[config.mk]
export PLATFORM = sky130hd
export DESIGN_NAME = id_issue
export DESIGN_NICKNAME = d
export VERILOG_FILES = /design/src/rtl/id_issue.sv
export SDC_FILE = /design/constraint.sdc
export NUM_CORES = 1
export LEC_CHECK = 0
export CAP_MARGIN = 10
export CORE_AREA = 2 2 172 174
export DETAILED_ROUTE_END_ITERATION = 7
export DIE_AREA = 0 0 174 176
export HOLD_SLACK_MARGIN = 0.08
export SKIP_CTS_REPAIR_TIMING = 1
export SLEW_MARGIN = 20
export SYNTH_ARGS = -nofsm -noshare
export SYNTH_HDL_FRONTEND = slang
export SYNTH_SLANG_ARGS = --single-unit
[constraint.sdc]
create_clock -name clk -period 4.85 [get_ports clk]
set_clock_uncertainty 0.15 [all_clocks]
set_input_delay 0.97 -clock clk [delete_from_list [all_inputs] [get_ports clk]]
set_output_delay 0.97 -clock clk [all_outputs]
set_load 0.02 [all_outputs]
[src/rtl/id_issue.sv]
// ID/EX issue stage: operand resolution (imm / zero / forward / regfile), hazard interlock,
// one-entry output register and stall counter. Define ID_ISSUE_FWD_EN to enable result forwarding.
module id_issue #(
    parameter int unsigned DATA_W  = 32,
    parameter int unsigned ADDR_W  = 5,
    parameter int unsigned NUM_FWD = 3,
    parameter int unsigned CTRL_W  = 16
) (
    input  logic                      clk,
    input  logic                      rst,
    input  logic                      in_valid,
    output logic                      in_ready,
    input  logic [DATA_W-1:0]         in_pc,
    input  logic [CTRL_W-1:0]         in_ctrl,
    input  logic [1:0]                in_re,
    input  logic [2*ADDR_W-1:0]       in_raddr,
    input  logic [DATA_W-1:0]         in_imm,
    input  logic                      in_wreg,
    input  logic [ADDR_W-1:0]         in_waddr,
    output logic [2*ADDR_W-1:0]       rf_raddr,
    input  logic [2*DATA_W-1:0]       rf_rdata,
    input  logic [NUM_FWD-1:0]        fwd_we,
    input  logic [NUM_FWD*ADDR_W-1:0] fwd_waddr,
    input  logic [NUM_FWD*DATA_W-1:0] fwd_wdata,
    input  logic [NUM_FWD-1:0]        fwd_rdy,
    input  logic                      flush,
    output logic                      out_valid,
    input  logic                      out_ready,
    output logic [DATA_W-1:0]         out_pc,
    output logic [CTRL_W-1:0]         out_ctrl,
    output logic                      out_wreg,
    output logic [ADDR_W-1:0]         out_waddr,
    output logic [2*DATA_W-1:0]       out_reg,
    output logic [31:0]               stall_cycles
);

    logic hazard;
    logic capture;

    assign rf_raddr = in_raddr;

`ifndef ID_ISSUE_FWD_EN
    logic unused_fwd;
    assign unused_fwd = ^{fwd_wdata, fwd_rdy};
`endif

    for (genvar n = 0; n < 2; n++) begin : g_op
        logic [ADDR_W-1:0] addr;
        logic              found;
        logic              haz;
        logic [DATA_W-1:0] val;
`ifdef ID_ISSUE_FWD_EN
        logic              win_rdy;
        logic [DATA_W-1:0] win_data;
`endif

        assign addr = in_raddr[n*ADDR_W +: ADDR_W];

        // The youngest matching source wins; older sources are never consulted.
        always_comb begin
            found = 1'b0;
`ifdef ID_ISSUE_FWD_EN
            win_rdy  = 1'b0;
            win_data = '0;
`endif
            for (int unsigned s = 0; s < NUM_FWD; s++) begin
                if (!found && fwd_we[s] && (fwd_waddr[s*ADDR_W +: ADDR_W] == addr)) begin
                    found = 1'b1;
`ifdef ID_ISSUE_FWD_EN
                    win_rdy  = fwd_rdy[s];
                    win_data = fwd_wdata[s*DATA_W +: DATA_W];
`endif
                end
            end
        end

        always_comb begin
            val = rf_rdata[n*DATA_W +: DATA_W];
            haz = 1'b0;
            if (!in_re[n]) begin
                val = in_imm;
            end else if (addr == '0) begin
                val = '0;
            end else if (found) begin
`ifdef ID_ISSUE_FWD_EN
                if (win_rdy) val = win_data;
                else         haz = 1'b1;
`else
                haz = 1'b1;
`endif
            end
        end
    end

    assign hazard   = in_valid && (g_op[0].haz || g_op[1].haz);
    assign in_ready = !rst && !hazard && !flush && (!out_valid || out_ready);
    assign capture  = in_valid && in_ready;

    always_ff @(posedge clk) begin
        if (rst) begin
            out_valid    <= 1'b0;
            out_pc       <= '0;
            out_ctrl     <= '0;
            out_reg      <= '0;
            out_wreg     <= 1'b0;
            out_waddr    <= '0;
            stall_cycles <= '0;
        end else begin
            if (flush) begin
                out_valid <= 1'b0;
            end else if (capture) begin
                out_valid <= 1'b1;
                out_pc    <= in_pc;
                out_ctrl  <= in_ctrl;
                out_reg   <= {g_op[1].val, g_op[0].val};
                out_wreg  <= in_wreg;
                out_waddr <= in_waddr;
            end else if (out_ready) begin
                out_valid <= 1'b0;
            end
            if (in_valid && hazard && !flush && (stall_cycles != '1))
                stall_cycles <= stall_cycles + 32'd1;
        end
    end

endmodule

# Word level (Yosys, flattened, before mapping)
# Cells that the tools add are included.
# word_totals
ram_bits	0
latch_bits	0
ff_bits	151
n_memories	0
wordCells	67
output_inout_bits	162
rom_bits	0
# classes
bitwise	1
n_shift	0
eq_ne	7
magnitude_cmp	0
reduce_logical	33
multipliers	0
n_div	0
n_mux	18
add_sub_neg	1
# ops
op	n
two-way mux 32 bit	4
adder 32 x 1 -> 32 bit (second input constant)	1
!= test 32 bit (second input constant)	1
equality test 5 bit	6
logical AND 1 bit	18
two-way mux 1 bit	14
zero test 5 bit	2
zero test 1 bit	8
logical OR 1 bit	2
AND reduction 2 bit	1
nonzero test 2 bit	1
OR reduction 2 bit	1
NOT 1 bit	1

# Logic depth before layout (Yosys ltp)
# Gate-level depths: netlist (run 1).
# depth
depth_word	22
ltp_mapped	10
ltp_nobuf	7

# Worst setup path after synthesis (run 1)
# OpenSTA, ideal clock, no wires.
# synth_path
path_type	in2out
start	input port fwd_waddr[0]
end	output port in_ready
cell_stages	6
slack_ps	1337
required_time_ps	3730
arrival_ps	2393
n_path_buf	0
path_cell_list	xor2_1 -> nor4_1 -> and3_1 -> o31ai_1 -> nand2_1 -> a21boi_0
# synth_between
elab_chain_len	20
elab_cells_between_ends	34
# synth_rtl
item	line_no	source
start, declared	23	input logic [NUM_FWD*ADDR_W-1:0] fwd_waddr,
equality test 5 bit	67	if (!found && fwd_we[s] && (fwd_waddr[s*ADDR_W +: ADDR_W] == addr)) begin
logical AND 1 bit	67	
two-way mux 1 bit	67	
zero test 1 bit	67	
logical AND 1 bit (2 in a row)	67	
two-way mux 1 bit	67	
zero test 1 bit	67	
logical AND 1 bit (2 in a row)	67	
two-way mux 1 bit	67	
two-way mux 1 bit	84	end else if (found) begin
two-way mux 1 bit	82	end else if (addr == '0) begin
two-way mux 1 bit	80	if (!in_re[n]) begin
logical OR 1 bit (*)	95	assign hazard = in_valid && (g_op[0].haz || g_op[1].haz);
logical AND 1 bit (*)	95	
zero test 1 bit (*)	96	assign in_ready = !rst && !hazard && !flush && (!out_valid || out_ready);
logical AND 1 bit (*) (3 in a row)	96	
end, declared	12	output logic in_ready,
# Every way passes the cells marked *; elsewhere a longest branch is shown, timed or not.

# Worst setup path in the final report (run 1)
# layout_path
start	input port in_raddr[9]
end	output port in_ready
# layout_between
elab_chain_len	20
elab_cells_between_ends	23
# layout_rtl
item	line_no	source
start, declared	16	input logic [2*ADDR_W-1:0] in_raddr,
equality test 5 bit	67	
logical AND 1 bit	67	
two-way mux 1 bit	67	
zero test 1 bit	67	
logical AND 1 bit (2 in a row)	67	
two-way mux 1 bit	67	
zero test 1 bit	67	
logical AND 1 bit (2 in a row)	67	
two-way mux 1 bit	67	
two-way mux 1 bit	84	
two-way mux 1 bit (*)	82	
two-way mux 1 bit (*)	80	
logical OR 1 bit (*)	95	
logical AND 1 bit (*)	95	
zero test 1 bit (*)	96	
logical AND 1 bit (*) (3 in a row)	96	
# Marked as above.

==> results.tsv, run 1 <==
stage	metric	value	unit
synth	number of synthesized flops with an enable pin	0	
grt	initial antenna violation count	8	
routing	number of remaining DRC errors	0	
worst_setup_path	Top cell by count, worst path	clkdlybuf4s50_1	
worst_setup_path	Largest stage delay, worst path	0.67	ns
pwr	Power Internal	2450	uW
pwr	combinational fraction of design power	16.1	%
synth	Post-Synth Simple-Gate Area	24.1	%
die	core footprint	28500	um2
worst_setup_path	CP cell instances	clkdlybuf4s50_1 > xor2_1 > nor4_1 > and3_1 > o31ai_1 > nand2_1 > a21boi_0 > clkdlybuf4s50_1	
synth	library cells used by synthesis	43	
routing	Antenna Violating Nets Remaining	0	
worst_setup_path	reg-to-reg endpoint	stall_cycles[7]	
synth	flops & latches, synth	151	
synth	largest family of logic cells by synthesized area	simple AND/OR/NAND/NOR gates	
layout	FILL cells	2951	
routing	Detailed Route WL	26900	um
layout	commonest non-fill, non-tap cells in the layout	clkdlybuf4s50_1 (345), dfxtp_1 (151), nand2_1 (122)	
grt	pin count of the biggest net entering global routing	119	
routing	Via density	4.72	
die	die height	176	um
synth	synthesized instance count	791	
timing	Tmin final	4.62	ns
pwr	register share of total power	39.8	%
clock_network	Worst-Skew Late Latency	0.42	ns
pwr	final total power	3290	uW
routing	DRT iter0 DRCs	466	
pwr	clock power share	44.2	%
worst_setup_path	crit start category	primary input	
synth	Post-synth ARST share	0	%
grt	first-pass GRT wire length	40500	um
timing	TNS Setup	0	ns
grt	GRT met3 Usage	6.87	%
timing	RSZ-0062 raised after global routing	no	
pwr	switch share	25.5	%
grt	met1 usage	20.8	%
die	Rows	62	
timing	final hold violation count	0	
hold_path	hold path start	out_pc[30]	
synth	Synth top area share	46.3	%
layout	Area Growth Syn to Fin	67.5	%
layout	layout net count	1384	
die	Initial Util	22.9	%
synth	cell taking the most area after synthesis	dfxtp_1	
synth	Syn Area/Cell	8.26	um2
clock_network	CTS tree	yes	
grt	gr ovfl total	0	
worst_setup_path	reg2reg setup slack	1.72	ns
grt	vias in the first global route	6814	
synth	Synth Cell Area	6530	um2
flow_run	max_cap viols	0	
clock_network	Root Buffer	clkbuf_16	
synth	Main synth FF type	dfxtp_1	
grt	Total GRT Usage	17.1	%
layout	share of post-route cells with drive strength above 1	5.13	%
routing	DR WL/cell	17.9	um
worst_setup_path	Reg-to-Reg Start	stall_cycles[3]	
layout	Largest register FFs	64	
clock_network	CTS H-tree lvls	4	
place	RePlAce Congestion	0.777	
routing	vias	7095	
die	Die W	174	um
synth	Compound-Gate Fraction of Synth Area	18.9	%
die	die footprint	30600	um2
pwr	sw power	837	uW
clock_network	clk slew on worst S/H paths	0.06	ns
timing	fin. max-slew vios	0	
synth	mux cell area share after synthesis	0.498	%
pwr	pwr dens	301	nW/um2
place	DP Wirelength	19500	um
synth	syn nets	1076	
pwr	leakage power	0.00363	uW
hold_path	WHS Path Cells	2	
routing	drt pass-1 iters	5	
grt	Most Crowded Layer GR	met2	
run_status	outcome	completed	
clock_network	Sink Count	151	
worst_setup_path	worst r2r path cells	7	
synth	Synth warnings	0	
synth	Synth Area in XOR/XNOR	4.16	%
layout	area of the multi-input gates	3150	um2
hold_path	Hold Path Sink	out_pc[30]	
timing	Peak Freq	217	MHz
timing	Max-slew headroom	49.8	%
layout	Sequential Area	3020	um2
clock_network	CTS buffer count	17	
worst_setup_path	Critical Path AT	3.50	ns
synth	Synth area leaders	dfxtp_1 (46%), a221oi_1 (8.6%), nand2_1 (7.0%), a21oi_1 (6.4%), nor3_1 (5.2%)	
worst_setup_path	Slowest cell on crit path	clkdlybuf4s50_1	
synth	sequential share of the synthesized area	46.3	%
timing	Slew @ Worst Pin	0.752	ns
worst_setup_path	Crit path required time	3.73	ns
grt	met2 Use GR	27.2	%
timing	Tcrit/Tclk final	95.2	%
synth	adder-cell area share of the yosys netlist	0.192	%
place	PortBufs	346	
timing	Final setup viols	0	
clock_network	Max Root-Sink Buffers	2	
worst_setup_path	CP Class	primary input to primary output	
pwr	maximum vdd drop	0.191	mV
worst_setup_path	Worst Path Max Fanout	5	
layout	leading cell type in the layout, fill and taps excluded	clkdlybuf4s50_1	
worst_setup_path	Setup crit end kind	primary output	
hold_path	Hold WC Path Type	register to register	
die	io pins	446	
metal layers:
layer	part of all wire (%)	vias up
met1	42	3313
met4	2.3	4
met5	0.086	-
met2	46	274
met3	9.2	37
li1	-	3467
cells by family after synthesis:
family | count (synthesis)
compound gates | 183
xor+xnor | 31
fa+ha+maj | 1
buf+inv | 82
flops | 151
mux | 3
simple gates | 340
power by group through the flow:
stage	combinational, uW	clock [uW]	sequential, uW
after floorplan	155	0	1390
after global placement	532	0	1330
after detailed placement	533	0	1340
after CTS	535	1500	1310
after global routing	567	1550	1310
final	529	1450	1310
per-stage QoR:
stage | setup WS, ns | cells | cell area [um2] | hold WS (ns) | util, %
6_report | 0.232 | 1502 | 10900 | 0.305 | 38.3
5_1_grt | 0.0264 | 1497 | 10900 | 0.320 | 38.3
4_1_cts | 0.176 | 1496 | 10900 | 0.304 | 38.3
3_5_place_dp | 0.195 | 1464 | 10300 | 0.296 | 36.0
3_3_place_gp | 0.144 | 1464 | 10300 | 0.292 | 36.0
2_1_floorplan | 1.34 | 791 | 6530 | 0.385 | -
cell usage after synthesis (all sizes together) (2+ instances only):
library cell and number:
or2 2, nor2b 3, a21oi 84, and4 3, nor3 68, nand4 7, or4 15, xnor2 7
nand4b 2, a21boi 2, xor2 24, and2 2, o21ai 9, clkbuf 47, dfxtp 151, inv 7
buf 28, o31ai 16, nor2 76, or3 9, mux2 2, nand2 122, and3 7, o41ai 3
a21o 2, nand3 14, a221oi 64, nor4 6
critical path: cells and delay by family:
kind	cells	cell delay, ns
buf+inv	2	1.30
simple gates	3	0.32
xor+xnor	1	0.19
compound gates	2	0.70
final cells by class:
class	instances	share of cell area (%)
Sequential cell	151	27.6
Clock inverter	11	1.57
Antenna cell	6	0.137
Timing Repair Buffer	364	33.0
Tap cell	384	4.39
Clock buffer	21	4.21
Multi-Input combinational cell	558	28.8
Inverter	7	0.240
worst max-delay path by stage:
stage / from / endpoint / depth (start not counted)
final: in_raddr[9] / in_ready / 8
after global routing: in_raddr[9] / in_ready / 8
after CTS: in_raddr[2] / in_ready / 8
after detailed placement: in_raddr[2] / in_ready / 8
after global placement: in_raddr[6] / in_ready / 8
after floorplan: fwd_waddr[0] / in_ready / 6
Power figures use the tool's default switching activity.
==> inputs of run 2 (changes only) <==
--- a/config.mk
+++ b/config.mk
@@ -9,7 +9,6 @@
 export CORE_AREA = 2 2 172 174
 export DETAILED_ROUTE_END_ITERATION = 7
 export DIE_AREA = 0 0 174 176
-export HOLD_SLACK_MARGIN = 0.08
 export SKIP_CTS_REPAIR_TIMING = 1
 export SLEW_MARGIN = 20
 export SYNTH_ARGS = -nofsm -noshare
==> results of run 2 <==
The final DEF is identical to that of run 1; final timing and power are the same.
